`config.mk`:
```
export PLATFORM = sky130hd
export DESIGN_NAME = pipe_stage_buf
export DESIGN_NICKNAME = d
export VERILOG_FILES = /design/src/rtl/pipe_stage_buf.sv
export SDC_FILE = /design/constraint.sdc
export NUM_CORES = 1
export LEC_CHECK = 0
export ABC_AREA = 0
export CAP_MARGIN = 20
export CORE_MARGIN = 8
export CORE_UTILIZATION = 52
export CTS_BUF_LIST = sky130_fd_sc_hd__clkbuf_4
export DETAILED_ROUTE_END_ITERATION = 10
export PLACE_DENSITY = 0.89
export SLEW_MARGIN = 10
export SYNTH_ARGS = -nofsm -noshare
export SYNTH_HDL_FRONTEND = slang
export SYNTH_SLANG_ARGS = --single-unit
```
`constraint.sdc`:
```
create_clock -name clk -period 2.12 [get_ports clk]
set_input_delay 0.424 -clock clk [delete_from_list [all_inputs] [get_ports clk]]
set_output_delay 0.424 -clock clk [all_outputs]
set_load 0.005 [all_outputs]
```
`src/rtl/pipe_stage_buf.sv`:
```
// Pipeline stage register with valid/ready handshake, flush, hold, optional skid entry
// and a saturating back-pressure counter for stall profiling.
module pipe_stage_buf #(
  parameter int unsigned DATA_W      = 160,
  parameter int unsigned SKID        = 1,
  parameter int unsigned ZERO_BUBBLE = 1,
  parameter int unsigned CNT_W       = 16
) (
  input  logic              clk,
  input  logic              reset_n,
  input  logic              in_valid,
  output logic              in_ready,
  input  logic [DATA_W-1:0] in_data,
  output logic              out_valid,
  input  logic              out_ready,
  output logic [DATA_W-1:0] out_data,
  input  logic              flush,
  input  logic              hold,
  output logic [CNT_W-1:0]  stall_cnt,
  output logic [1:0]        occupancy
);

  localparam bit USE_SKID = (SKID != 0);
  localparam bit USE_ZB   = (ZERO_BUBBLE != 0);

  typedef enum logic [1:0] {
    EMPTY = 2'd0,
    ONE   = 2'd1,
    FULL  = 2'd2
  } state_t;

  state_t            state, state_nx;
  logic [DATA_W-1:0] m_data, m_nx;
  logic [DATA_W-1:0] s_data, s_nx;
  logic              frozen;
  logic              accept;
  logic              emit;

  // Flush outranks hold, so a flushing stage keeps its handshake outputs live.
  assign frozen = hold & ~flush;

  // With a skid entry, in_ready depends only on registered state, never on out_ready.
  always_comb begin
    in_ready = 1'b0;
    if (reset_n && !frozen) begin
      if (USE_SKID) in_ready = (state != FULL);
      else          in_ready = (state == EMPTY) | out_ready;
    end
  end

  assign out_valid = (state != EMPTY) & ~frozen;
  assign accept    = in_valid & in_ready;
  assign emit      = out_valid & out_ready;
  assign out_data  = (USE_ZB && !out_valid) ? '0 : m_data;

  always_comb begin
    occupancy = 2'd0;
    case (state)
      ONE:     occupancy = 2'd1;
      FULL:    occupancy = 2'd2;
      default: occupancy = 2'd0;
    endcase
  end

  always_comb begin
    state_nx = state;
    m_nx     = m_data;
    s_nx     = s_data;
    if (flush) begin
      state_nx = EMPTY;
    end else begin
      case (state)
        EMPTY: begin
          if (accept) begin
            state_nx = ONE;
            m_nx     = in_data;
          end
        end
        ONE: begin
          if (accept && emit) begin
            m_nx = in_data;
          end else if (accept && USE_SKID) begin
            state_nx = FULL;
            s_nx     = in_data;
          end else if (emit) begin
            state_nx = EMPTY;
          end
        end
        FULL: begin
          if (emit) begin
            state_nx = ONE;
            m_nx     = s_data;
          end
        end
        default: state_nx = EMPTY;
      endcase
    end
  end

  always_ff @(posedge clk) begin
    if (!reset_n) begin
      state     <= EMPTY;
      m_data    <= '0;
      s_data    <= '0;
      stall_cnt <= '0;
    end else begin
      state  <= state_nx;
      m_data <= m_nx;
      s_data <= s_nx;
      if (out_valid && !out_ready && (stall_cnt != '1))
        stall_cnt <= stall_cnt + 1'b1;
    end
  end

endmodule

```
==> run summary, run 1 <==
In the synthesized netlist, mux cells make up 0.542% of the area. The overall routed net length is 57.3 mm. The min-delay analysis places its worst path in the category in -> reg. The minimum clock period came out at 2470 ps.

The number of global-route vias before repair is 15.8k. Synthesis handed over a netlist of 1928 instances. In this run, the number of DRC markers left after iteration 0 of detailed routing was 2035.

The total via count in the routed design is 16.8k. The maximum clock path buffer count came out at 3. The DRC violation count after routing came out at 0.

The worst-case IR drop observed on VDD is 423 uV. The clock-pin slew on the worst setup and hold paths came out at 70 ps. The adder-cell share of the synthesized area came out at 0.0847%. After layout, the worst path uses 116% of the clock period.

After Yosys synthesis, and, or, nand and nor cells account for 26.0% of the synthesized area. The area of the placeable core came out at 27900 um2. The biggest area consumer among synthesized cells is sky130_fd_sc_hd__dfxtp_1.

The number of nets in the layout came out at 2465. The post-route clock skew came out at 40.0 ps. The initial core utilization is 53.1%. The die covers 34100 um2. The detail-routed via count per cell came out at 6.14.

The number of max-cap violations came out at 0. The die is 185 um tall. In this run, synthesis produced a sequential element count of 338. The first TritonRoute pass finished after 6 iterations. The number of levels the H-tree was split into came out at 3. The post-synthesis xor/xnor area fraction is 0.0593%.

The final number of hold-violating endpoints came out at 0. The count of distinct cell types in the synthesized netlist is 35. The part of the total power dissipated in combinational logic came out at 9.9%.

Summing the areas of all compound-gate instances in the mapped netlist gives 21.4% of the synthesized area. For this run, the total global-route usage over all layers was measured as 29.4%. The initial antenna violation count is 7. The end-of-flow core utilization is 76.8%. The number of antenna-violating nets in the routed design came out at 0. Yosys printed 0 warnings. The wire-length estimate of the detail-placed layout is 31.8 mm. The clock tree from TritonCTS is yes. The dominant synthesized flop cell is sky130_fd_sc_hd__dfxtp_1. The data required time of the critical path is 1700 ps. The highest fanout seen on the critical path is 5. Setup repair after global routing could not meet its margin everywhere. The count of standard-cell rows came out at 61. The flow ran to the end, but the final reports show violations. The placer's final routability congestion estimate came out at 0.873. Net switching is 25.9% of the power. The routed wire length per instance came out at 21.0 um. 346 I/O pins were placed. The sequential power share came out at 49.3%. The average size of a mapped cell came out at 7.67 um2. The post-synthesis sequential area ratio is 45.8%. In this run the static leakage power is 0.00809 uW. The number of enable flip-flop cells after synthesis came out at 0.

The signal arrival time at the worst endpoint came out at 2040 ps. The cell-internal power is 9850 uW. The post-synthesis to final-layout area growth came out at 44.7%. Headroom to the max-slew limit came out at 49.8%. The number of clock sinks seen by CTS came out at 338. The post-layout worst setup margin came out at -346 ps. The fraction of final layout cells sized beyond drive strength 1 is 24.6%.

The setup path with the least slack is of type reg -> out. The number of nets in the synthesized netlist is 2095. The switching power came out at 3450 uW. The slew at the pin closest to its max-slew limit came out at 754 ps. Yosys attributes the largest share of cell area to sky130_fd_sc_hd__dfxtp_1 46%, sky130_fd_sc_hd__nand2_1 17%, sky130_fd_sc_hd__a21oi_1 11%, sky130_fd_sc_hd__a311oi_1 9.5%, sky130_fd_sc_hd__and3_1 6.9%. The maximum operating frequency came out at 406 MHz. The fraction of post-synthesis cell area in the top cell type by area came out at 45.8%. The summed instance area of the synthesized netlist came out at 14800 um2. The die outline width came out at 185 um.

After synthesis, the largest family of logic cells by area is simple AND/OR/NAND/NOR gates. The quantity of I/O buffers inserted on ports came out at 345. The max-slew violation count came to 0. The worst hold slack across all endpoints came out at 287 ps. The first-pass GRT wire length came out at 82.1 mm. The areal power density over the cells came out at 622 nW/um2.

The total CTS buffers came out at 88. The final reports fail on setup timing. The tree is rooted in a sky130_fd_sc_hd__clkbuf_4. After synthesis, the share of flip-flops with an asynchronous set or reset is 0%. The clock network is responsible for 40.8% of the overall power. Setup violations remaining at the end of the flow were counted as 161. The clock latency reported for the late side of the worst-skew pair is 690 ps. The maximum number of pins on one net before global-route repair is 143. The overall overflow remaining after global route came out at 0. STA classifies the critical path startpoint as a register. The type of destination of the critical path is an output pin.
==> cell type report <==
| type | count | area, um2 |
|---|---|---|
| diodes | 4 | 10.0 |
| fillers | 1801 | 6470 |
| multi-input cells | 1389 | 7800 |
| inverters | 4 | 27.5 |
| clock inverters | 19 | 87.6 |
| well taps | 378 | 473 |
| flip-flops and latches | 338 | 6790 |
| repair buffers | 477 | 5250 |
| clock buffers | 127 | 953 |
==> worst max-delay path, stage by stage, from the launching register on <==
cell,delay [ps]
sky130_fd_sc_hd__dfxtp_4,360
sky130_fd_sc_hd__or2_4,310
sky130_fd_sc_hd__buf_12,150
sky130_fd_sc_hd__buf_6,120
sky130_fd_sc_hd__clkbuf_16,150
sky130_fd_sc_hd__and3_4,180
sky130_fd_sc_hd__buf_6,110
==> final timing paths <==
check,cells past startpoint,endpoint,from,slack (ps)
worst max-delay path,6,out_data[80],state[1],-350
worst min-delay path,3,s_data[111],in_data[111],290
worst max register to register,6,m_data[113],state[0],30
worst min register to register,2,m_data[124],s_data[124],450
==> cells in the final DEF (no fill, tap or decap), types with 3 or more instances in the layout <==
cell                              netlist  final
sky130_fd_sc_hd__clkbuf_16              0      8
sky130_fd_sc_hd__clkbuf_4               0    127
sky130_fd_sc_hd__and3_1               163     38
sky130_fd_sc_hd__or2_4                  0      3
sky130_fd_sc_hd__clkdlybuf4s15_2        0      3
sky130_fd_sc_hd__nand4_1                7      7
sky130_fd_sc_hd__buf_6                 11    128
sky130_fd_sc_hd__and3_4                 0    125
sky130_fd_sc_hd__buf_4                  2     52
sky130_fd_sc_hd__nand3_1                8      8
sky130_fd_sc_hd__clkdlybuf4s50_1        0    177
sky130_fd_sc_hd__buf_2                 45      7
sky130_fd_sc_hd__dlymetal6s2s_1         0      5
sky130_fd_sc_hd__nand2_1              656    656
sky130_fd_sc_hd__dfxtp_1              338    327
sky130_fd_sc_hd__clkinvlp_4             0      4
sky130_fd_sc_hd__mux2i_1                8      8
sky130_fd_sc_hd__buf_8                  0      3
sky130_fd_sc_hd__clkbuf_2               0     43
sky130_fd_sc_hd__buf_12                 0     44
sky130_fd_sc_hd__dfxtp_2                0      9
sky130_fd_sc_hd__nand2b_4               0      3
sky130_fd_sc_hd__o21ai_0                5      5
sky130_fd_sc_hd__a311oi_1             161    161
sky130_fd_sc_hd__o31ai_1                5      5
sky130_fd_sc_hd__diode_2                0      4
sky130_fd_sc_hd__or4_1                  8      7
sky130_fd_sc_hd__clkinv_1               0     14
sky130_fd_sc_hd__nor4_1                 7      7
sky130_fd_sc_hd__nand2b_1              11      8
sky130_fd_sc_hd__a21oi_1              328    328
sky130_fd_sc_hd__buf_16                 0      6
==> kinds of logic after synthesis <==
family,Yosys count
AOI/OAI and AO/OA,502
xor gates and xnor gates,1
adders and majority gates,1
buffers and inverters,203
DFF,338
muxes,8
and+or+nand+nor,875
==> cells in the mapped netlist (2+ instances only) <==
master	n
sky130_fd_sc_hd__buf_2	45
sky130_fd_sc_hd__clkbuf_1	140
sky130_fd_sc_hd__nand4_1	7
sky130_fd_sc_hd__nor2b_1	2
sky130_fd_sc_hd__and2_1	2
sky130_fd_sc_hd__nor2_1	3
sky130_fd_sc_hd__inv_1	3
sky130_fd_sc_hd__o21ai_0	5
sky130_fd_sc_hd__or4_1	8
sky130_fd_sc_hd__a21oi_1	328
sky130_fd_sc_hd__o31ai_1	5
sky130_fd_sc_hd__nand3_1	8
sky130_fd_sc_hd__nand2b_1	11
sky130_fd_sc_hd__mux2i_1	8
sky130_fd_sc_hd__dfxtp_1	338
sky130_fd_sc_hd__nand2_1	656
sky130_fd_sc_hd__buf_6	11
sky130_fd_sc_hd__and3_1	163
sky130_fd_sc_hd__a311oi_1	161
sky130_fd_sc_hd__nor3_1	2
sky130_fd_sc_hd__buf_4	2
sky130_fd_sc_hd__nor4_1	7
==> power groups by stage <==
stage / clock [uW] / sequential [uW] / combinational, uW
finish: 5430 / 6550 / 1320
global route: 5870 / 6550 / 1390
global placement: 0 / 6680 / 1090
CTS: 5480 / 6540 / 1200
floorplan: 0 / 6640 / 495
detailed placement: 0 / 6680 / 1110
==> through the flow <==
| step | std cells | power (uW) | setup WS, ps | setup TNS [ps] | area, um2 |
|---|---|---|---|---|---|
| 2_1_floorplan | 1928 | 7140 | 284 | 0 | 14800 |
| 3_3_place_gp | 2530 | 7760 | -414 | -138740 | 18800 |
| 3_5_place_dp | 2530 | 7790 | -439 | -149430 | 18800 |
| 4_1_cts | 2704 | 13200 | -581 | -75130 | 20400 |
| 5_1_grt | 2736 | 13800 | -423 | -48140 | 21400 |
| 6_report | 2736 | 13300 | -346 | -35060 | 21400 |
==> state kept, by name (all words and copies together) (netlist names) <==
register / flops
state: 2
s_data: 160
stall_cnt: 16
m_data: 160
==> what timing repair did <==
action	CTS	global route
cloned	10	12
resized for setup	422	440
setup buffers	18	24
hold buffers	0	0
pin swaps	21	23
setup endpoints to repair	172	186
hold endpoints to repair	0	0
==> layer usage <==
metal,share of wire (%),wire (um),vias up,track usage (%)
met3,11,6150,232,7.78
met4,4.5,2590,6,13.8
li1,-,-,7518,-
met5,0.073,42,-,0
met1,37,21400,7915,35.2
met2,47,27200,1122,48.5
Power figures use the tool's default switching activity.
==> inputs of run 2 (changes only) <==
- CTS_CLUSTER_SIZE: unset -> 28
==> results of run 2 <==
No change in the layout: final DEF, timing and power equal those of run 1.
